$ cat src/rtl/ftdi_fifo_responder_if.sv
// Bus bundle for the FTDI 245-FIFO responder: FPGA-side strobes/data plus the
// host-side byte streams. "slave" is the responder, "master" is whoever drives it.
interface ftdi_fifo_responder_if #(
  parameter int unsigned DEPTH = 16
);
  localparam int unsigned CW = $clog2(DEPTH + 1);

  logic          rd_n;
  logic          wr_n;
  logic [7:0]    adbus_in;
  logic [7:0]    adbus_out;
  logic          adbus_oe;
  logic          rxf_n;
  logic          txe_n;
  logic [7:0]    h_rx_data;
  logic          h_rx_valid;
  logic          h_rx_ready;
  logic [7:0]    h_tx_data;
  logic          h_tx_valid;
  logic          h_tx_ready;
  logic [CW-1:0] rx_count;
  logic [CW-1:0] tx_count;
  logic          proto_err;

  modport slave (
    input  rd_n, wr_n, adbus_in, h_rx_data, h_rx_valid, h_tx_ready,
    output adbus_out, adbus_oe, rxf_n, txe_n, h_rx_ready, h_tx_data,
           h_tx_valid, rx_count, tx_count, proto_err
  );

  modport master (
    output rd_n, wr_n, adbus_in, h_rx_data, h_rx_valid, h_tx_ready,
    input  adbus_out, adbus_oe, rxf_n, txe_n, h_rx_ready, h_tx_data,
           h_tx_valid, rx_count, tx_count, proto_err
  );
endinterface

$ cat src/rtl/ftdi_fifo_responder.sv
// Device end of the FTDI asynchronous 245-FIFO interface with one buffered
// FIFO per direction between the FPGA strobes and the host byte streams.
module ftdi_fifo_responder #(
  parameter int unsigned DEPTH      = 16,
  parameter int unsigned RD_RECOVER = 2,
  parameter int unsigned WR_RECOVER = 2
) (
  input  logic                  clock,
  input  logic                  reset_n,
  input  logic                  clear,
  ftdi_fifo_responder_if.slave  bus
);
  localparam int unsigned AW   = $clog2(DEPTH);
  localparam int unsigned CW   = $clog2(DEPTH + 1);
  localparam int unsigned RMAX = (RD_RECOVER > WR_RECOVER) ? RD_RECOVER : WR_RECOVER;
  localparam int unsigned RW   = $clog2(RMAX + 2);

  typedef enum logic [1:0] {RX_IDLE, RX_HOLD, RX_RECOVER} rx_state_t;
  typedef enum logic [1:0] {TX_IDLE, TX_HOLD, TX_RECOVER} tx_state_t;

  rx_state_t     rx_state;
  tx_state_t     tx_state;
  logic [7:0]    rx_mem [DEPTH];
  logic [7:0]    tx_mem [DEPTH];
  logic [AW-1:0] rx_wp, rx_rp, tx_wp, tx_rp;
  logic [CW-1:0] rx_cnt, tx_cnt;
  logic [RW-1:0] rd_rec, wr_rec;
  logic [7:0]    adbus_q;
  logic          perr;

  logic       rxf_n, txe_n;
  logic       rx_push, rx_pop, tx_push, tx_pop, err_now;
  logic       rx_refresh;
  logic [7:0] rx_head_next;

  always_comb begin
    rxf_n   = (rx_state != RX_IDLE) || (rx_cnt == '0);
    txe_n   = (tx_state != TX_IDLE) || (tx_cnt == CW'(DEPTH));
    rx_push = bus.h_rx_valid && (rx_cnt < CW'(DEPTH));
    rx_pop  = (rx_state == RX_IDLE) && !bus.rd_n && !rxf_n;
    tx_push = (tx_state == TX_IDLE) && !bus.wr_n && !txe_n;
    tx_pop  = (tx_cnt != '0) && bus.h_tx_ready;
    err_now = ((rx_state == RX_IDLE) && !bus.rd_n && rxf_n) ||
              ((tx_state == TX_IDLE) && !bus.wr_n && txe_n) ||
              (!bus.rd_n && !bus.wr_n);
    // adbus_out must already show the head on the first cycle rxf_n is low,
    // so the register loads the post-edge head (incl. a write into an empty FIFO).
    rx_refresh   = (rx_cnt != '0) || rx_push;
    rx_head_next = (rx_cnt == '0) ? bus.h_rx_data : rx_mem[rx_rp];
  end

  always_ff @(posedge clock) begin
    if (rx_push) rx_mem[rx_wp] <= bus.h_rx_data;
    if (tx_push) tx_mem[tx_wp] <= bus.adbus_in;
  end

  always_ff @(posedge clock or negedge reset_n) begin
    if (!reset_n) begin
      rx_state <= RX_IDLE;
      rx_wp    <= '0;
      rx_rp    <= '0;
      rx_cnt   <= '0;
      rd_rec   <= '0;
      adbus_q  <= '0;
    end else if (clear) begin
      rx_state <= RX_IDLE;
      rx_wp    <= '0;
      rx_rp    <= '0;
      rx_cnt   <= '0;
      rd_rec   <= '0;
      adbus_q  <= '0;
    end else begin
      if (rx_push) rx_wp <= rx_wp + AW'(1);
      if (rx_pop)  rx_rp <= rx_rp + AW'(1);
      rx_cnt <= rx_cnt + CW'(rx_push) - CW'(rx_pop);
      case (rx_state)
        RX_IDLE: begin
          if (rx_pop) begin
            adbus_q  <= rx_mem[rx_rp];
            rx_state <= RX_HOLD;
          end else if (rx_refresh) begin
            adbus_q <= rx_head_next;
          end
        end
        RX_HOLD: begin
          if (bus.rd_n) begin
            if (RD_RECOVER == 0) begin
              rx_state <= RX_IDLE;
              if (rx_refresh) adbus_q <= rx_head_next;
            end else begin
              rx_state <= RX_RECOVER;
              rd_rec   <= RW'(RD_RECOVER);
            end
          end
        end
        RX_RECOVER: begin
          if (rd_rec <= RW'(1)) begin
            rd_rec   <= '0;
            rx_state <= RX_IDLE;
            if (rx_refresh) adbus_q <= rx_head_next;
          end else begin
            rd_rec <= rd_rec - RW'(1);
          end
        end
        default: rx_state <= RX_IDLE;
      endcase
    end
  end

  always_ff @(posedge clock or negedge reset_n) begin
    if (!reset_n) begin
      tx_state <= TX_IDLE;
      tx_wp    <= '0;
      tx_rp    <= '0;
      tx_cnt   <= '0;
      wr_rec   <= '0;
    end else if (clear) begin
      tx_state <= TX_IDLE;
      tx_wp    <= '0;
      tx_rp    <= '0;
      tx_cnt   <= '0;
      wr_rec   <= '0;
    end else begin
      if (tx_push) tx_wp <= tx_wp + AW'(1);
      if (tx_pop)  tx_rp <= tx_rp + AW'(1);
      tx_cnt <= tx_cnt + CW'(tx_push) - CW'(tx_pop);
      case (tx_state)
        TX_IDLE: if (tx_push) tx_state <= TX_HOLD;
        TX_HOLD: begin
          if (bus.wr_n) begin
            if (WR_RECOVER == 0) begin
              tx_state <= TX_IDLE;
            end else begin
              tx_state <= TX_RECOVER;
              wr_rec   <= RW'(WR_RECOVER);
            end
          end
        end
        TX_RECOVER: begin
          if (wr_rec <= RW'(1)) begin
            wr_rec   <= '0;
            tx_state <= TX_IDLE;
          end else begin
            wr_rec <= wr_rec - RW'(1);
          end
        end
        default: tx_state <= TX_IDLE;
      endcase
    end
  end

  always_ff @(posedge clock or negedge reset_n) begin
    if (!reset_n)     perr <= 1'b0;
    else if (clear)   perr <= 1'b0;
    else if (err_now) perr <= 1'b1;
  end

  assign bus.adbus_out  = adbus_q;
  assign bus.adbus_oe   = ~bus.rd_n;
  assign bus.rxf_n      = rxf_n;
  assign bus.txe_n      = txe_n;
  assign bus.h_rx_ready = (rx_cnt < CW'(DEPTH));
  assign bus.h_tx_data  = tx_mem[tx_rp];
  assign bus.h_tx_valid = (tx_cnt != '0);
  assign bus.rx_count   = rx_cnt;
  assign bus.tx_count   = tx_cnt;
  assign bus.proto_err  = perr;
endmodule
$ cat src/flat_wrapper.sv
// flat-port wrapper written by rule: the top's interface ports become plain ports
module ftdi_fifo_responder_flat 
#(
  parameter int unsigned DEPTH      = 16,
  parameter int unsigned RD_RECOVER = 2,
  parameter int unsigned WR_RECOVER = 2
)
  (clock, reset_n, clear, bus_rd_n, bus_wr_n, bus_adbus_in, bus_h_rx_data, bus_h_rx_valid, bus_h_tx_ready, bus_adbus_out, bus_adbus_oe, bus_rxf_n, bus_txe_n, bus_h_rx_ready, bus_h_tx_data, bus_h_tx_valid, bus_rx_count, bus_tx_count, bus_proto_err);
  ftdi_fifo_responder_if #(.DEPTH(DEPTH)) bus_i ();
  input  logic clock;
  input  logic reset_n;
  input  logic clear;
  input wire logic [$bits(bus_i.rd_n)-1:0] bus_rd_n;
  input wire logic [$bits(bus_i.wr_n)-1:0] bus_wr_n;
  input wire logic [$bits(bus_i.adbus_in)-1:0] bus_adbus_in;
  input wire logic [$bits(bus_i.h_rx_data)-1:0] bus_h_rx_data;
  input wire logic [$bits(bus_i.h_rx_valid)-1:0] bus_h_rx_valid;
  input wire logic [$bits(bus_i.h_tx_ready)-1:0] bus_h_tx_ready;
  output wire logic [$bits(bus_i.adbus_out)-1:0] bus_adbus_out;
  output wire logic [$bits(bus_i.adbus_oe)-1:0] bus_adbus_oe;
  output wire logic [$bits(bus_i.rxf_n)-1:0] bus_rxf_n;
  output wire logic [$bits(bus_i.txe_n)-1:0] bus_txe_n;
  output wire logic [$bits(bus_i.h_rx_ready)-1:0] bus_h_rx_ready;
  output wire logic [$bits(bus_i.h_tx_data)-1:0] bus_h_tx_data;
  output wire logic [$bits(bus_i.h_tx_valid)-1:0] bus_h_tx_valid;
  output wire logic [$bits(bus_i.rx_count)-1:0] bus_rx_count;
  output wire logic [$bits(bus_i.tx_count)-1:0] bus_tx_count;
  output wire logic [$bits(bus_i.proto_err)-1:0] bus_proto_err;
  assign bus_i.rd_n = bus_rd_n;
  assign bus_i.wr_n = bus_wr_n;
  assign bus_i.adbus_in = bus_adbus_in;
  assign bus_i.h_rx_data = bus_h_rx_data;
  assign bus_i.h_rx_valid = bus_h_rx_valid;
  assign bus_i.h_tx_ready = bus_h_tx_ready;
  assign bus_adbus_out = bus_i.adbus_out;
  assign bus_adbus_oe = bus_i.adbus_oe;
  assign bus_rxf_n = bus_i.rxf_n;
  assign bus_txe_n = bus_i.txe_n;
  assign bus_h_rx_ready = bus_i.h_rx_ready;
  assign bus_h_tx_data = bus_i.h_tx_data;
  assign bus_h_tx_valid = bus_i.h_tx_valid;
  assign bus_rx_count = bus_i.rx_count;
  assign bus_tx_count = bus_i.tx_count;
  assign bus_proto_err = bus_i.proto_err;
  ftdi_fifo_responder #(.DEPTH(DEPTH), .RD_RECOVER(RD_RECOVER), .WR_RECOVER(WR_RECOVER)) u_core (.clock(clock), .reset_n(reset_n), .clear(clear), .bus(bus_i));
endmodule
$ cat config.mk
export PLATFORM = sky130hd
export DESIGN_NAME = ftdi_fifo_responder_flat
export DESIGN_NICKNAME = d
export VERILOG_FILES = /design/src/rtl/ftdi_fifo_responder_if.sv /design/src/rtl/ftdi_fifo_responder.sv /design/src/flat_wrapper.sv
export SDC_FILE = /design/constraint.sdc
export NUM_CORES = 1
export LEC_CHECK = 0
export CORE_ASPECT_RATIO = 0.6
export CORE_MARGIN = 2
export CORE_UTILIZATION = 45
export DETAILED_ROUTE_END_ITERATION = 8
export SLEW_MARGIN = 30
export SYNTH_ARGS = -nofsm -noshare
export SYNTH_HDL_FRONTEND = slang
export SYNTH_SLANG_ARGS = --single-unit
$ cat constraint.sdc
create_clock -name clock -period 4.9 [get_ports clock]
set_input_delay 0.98 -clock clock [delete_from_list [all_inputs] [get_ports clock]]
set_output_delay 0.98 -clock clock [all_outputs]
set_load 0.02 [all_outputs]
==> out/summary.txt <==
Worst IR Drop VDD: 298 uV
Critical path required time: 3.92 ns
Crit path buf inv count: 2
Vias: 6,396
Fill cells: 2,116
Most numerous cell on the critical path: mux4_2
Crit-path slowest cell: dfrtp_2
Post-DP Area: 13,300 sq um
Overall Global Routing Usage: 18.9%
First-pass DRT Iterations: 5
Hold crit path type: in2async
Post-synthesis cell count: 684
Most frequent cell after synthesis: edfxtp_1
Fmax: 0.235 GHz
Critical Path Source Type: register
Initial Util: 46.4%
CTS H-tree lvls: 1
Synth Warn #: 0
Area Growth Syn to Fin: 15.4%
Unrepaired setup endpoints after global routing: false
Final worst-path cycle share: 86.7%
Die Wd: 218 microns
Synth area leader: edfxtp_1
Core outline area: 26,700 sq um
Worst path cell trace: buf_4 -> mux4_2 -> mux4_2 -> clkdlybuf4s50_1
Worst-Margin Slew: 0.950 ns
Distinct cells, synth: 49
Clock buffer depth: 3
Worst clock skew: 0.0107 ns
Synth area leaders: edfxtp_1 62%, mux4_2 10%, dfrtp_1 8.7%
MaxCap Viol Count: 0
CP top delay family: multiplexers
Std-Cell Rows: 46
Post-route cell area: 14,300 sq um
Die Ht: 133 microns
Prevailing post-synth register cell: edfxtp_1
Flops & latches, synth: 299
Min Clock Period, post-route: 4.25 ns
Post-synth top cells: 256 x edfxtp_1, 57 x mux4_2, 43 x dfrtp_1
Sink Count: 299
Status: finished clean
Global-route wire length before repair: 40,500 microns
# resized after CTS: 0
CTS tree: built
FF+latch area: 8770 sq um
Root buffer cell: clkbuf_16
Arr. time, crit path: 3.27 ns
WL final: 26,500 microns
Post-synthesis net count: 730
Slew Limit Fails: 0
Crit Path Category: reg2out
Number of global-route vias before repair: 6,395
Initial antenna violation count: 2
Setup bufs post-CTS: 0
Routed len/inst: 23.5 microns
Max-slew headroom: 36.7%
Layout cells sized above 1: 16.9%
Hpwl dp: 17,900 microns
Die area: 28,900 sq um
Largest net degree at the start of global routing: 48
I/O Buffers: 54
Clk Latency, worst-skew pair: 0.55 ns
Syn Area/Cell: 18.1 sq um
Ports: 55
Grt total ovfl: 0
Cts hold-fix bufs: 0
Post-synth EDFFs: 256
Synthesized area: 12,400 sq um
CP Capture Type: output port
P_leak: 4.78 nW
Final #Nets: 789
Clk pin slew, worst setup/hold paths: 0.06 ns
DR vias/cell: 5.69
Crit Path Max Fanout: 18
Num CTS Buffers: 28
CP max stage delay: 0.75 ns
Multi-input logic area: 3360 sq um
Final hold viol count: 0
Final Util: 53.5%
DRC: 0
Starting DRT DRC Count: 564
Fraction of registers with async set/reset: 14.4%
P per Cell Area: 502 nW/um^2
Post-synthesis sequential area ratio: 70.8%
Setup_tns: 0 ns
GP Congestion: 0.815
Number of setup violations in the final report: 0
Antenna Nets Post-Route: 0
Yosys top cell area share: 62.1%
[power by group]
part           internal (mW)  switching [mW]  total [mW]  leakage, nW
clock network           1.47           0.916        2.39        0.499
registers               2.91           0.181        3.09         2.88
logic                  0.844           0.859        1.70         1.40
total                   5.23            1.96        7.18         4.78
[cells by family (layout without fill, tap and decap cells)]
logic type | Yosys count | after routing | synth area share (%)
simple gates | 137 | 137 | 6.01
fa+ha+maj | 23 | 23 | 2.44
buf+inv | 57 | 137 | 2.08
other cells | 0 | 1 | 0
flops | 299 | 299 | 70.8
mux | 95 | 95 | 14.6
xor+xnor | 17 | 17 | 1.20
compound gates | 56 | 56 | 2.93
[cells in the final DEF, fill, tap and decap left out, types with 5 or more instances in the layout]
cell type / n
a21oi_1: 13
a22oi_1: 11
and2_1: 28
and3_1: 7
buf_4: 8
bufinv_16: 6
clkbuf_1: 5
clkbuf_16: 30
clkdlybuf4s50_1: 52
dfrtp_1: 40
edfxtp_1: 256
ha_1: 21
inv_1: 24
mux2_2: 8
mux2i_1: 22
mux4_1: 8
mux4_2: 57
nand2_1: 17
nand3_1: 12
nor2_1: 35
nor2b_1: 8
o21ai_0: 9
xnor2_1: 5
xor2_1: 12
[final cells by class]
class                   count  area share [%]
multi-input cells         328            23.5
inverters                  24           0.630
flip-flops and latches    299            61.3
clock inverters            13            1.53
repair buffers             62            4.13
diodes                      1          0.0175
clock buffers              38            5.67
well taps                 360            3.15
[layer usage]
layer	GRT usage, %	vias up	share of wire (%)
met5	0	-	0
met4	3.59	0	1.3
met3	4.60	28	7.8
met2	24.5	215	41
met1	31.8	3337	50
li1	-	2816	-
[registers in the layout, summed over array words and instances, names as in the netlist]
register / cells
u_core.bus.adbus_out: 8
u_core.tx_state: 2
u_core.tx_mem: 128
u_core.wr_rec: 2
u_core.tx_rp: 4
u_core.bus.rx_count: 5
u_core.rx_state: 2
u_core.rx_rp: 4
u_core.rd_rec: 2
u_core.bus.tx_count: 5
u_core.tx_wp: 4
u_core.rx_wp: 4
u_core.rx_mem: 128
u_core.bus.proto_err: 1
[final timing paths]
| kind | startpoint | endpoint | slack [ns] | cells past startpoint |
|---|---|---|---|---|
| worst max-delay path | u_core.tx_rp[0] | bus_h_tx_data[5] | 0.65 | 4 |
| worst min-delay path | reset_n | u_core.bus.tx_count[3] | 0.53 | 2 |
| worst max register to register | u_core.bus.tx_count[3] | u_core.bus.tx_count[4] | 1.55 | 13 |
| worst min register to register | u_core.tx_state[1] | u_core.tx_state[0] | 0.59 | 1 |
| max in group asynchronous | reset_n | u_core.rx_rp[1] | 3.87 | 2 |
| min in group clock | u_core.tx_state[1] | u_core.tx_state[0] | 0.59 | 1 |
[metrics by stage]
step,power [mW],hold WS [ns],setup WS (ns),cells
detailed placement,4.85,0.566,1.16,1073
finish,7.18,0.526,0.652,1125
global placement,4.81,0.544,1.21,1073
floorplan,4.25,0.513,1.57,684
CTS,7.24,0.528,0.571,1124
global route,7.49,0.572,0.459,1125
No activity file was read; power rests on OpenSTA's default activity.
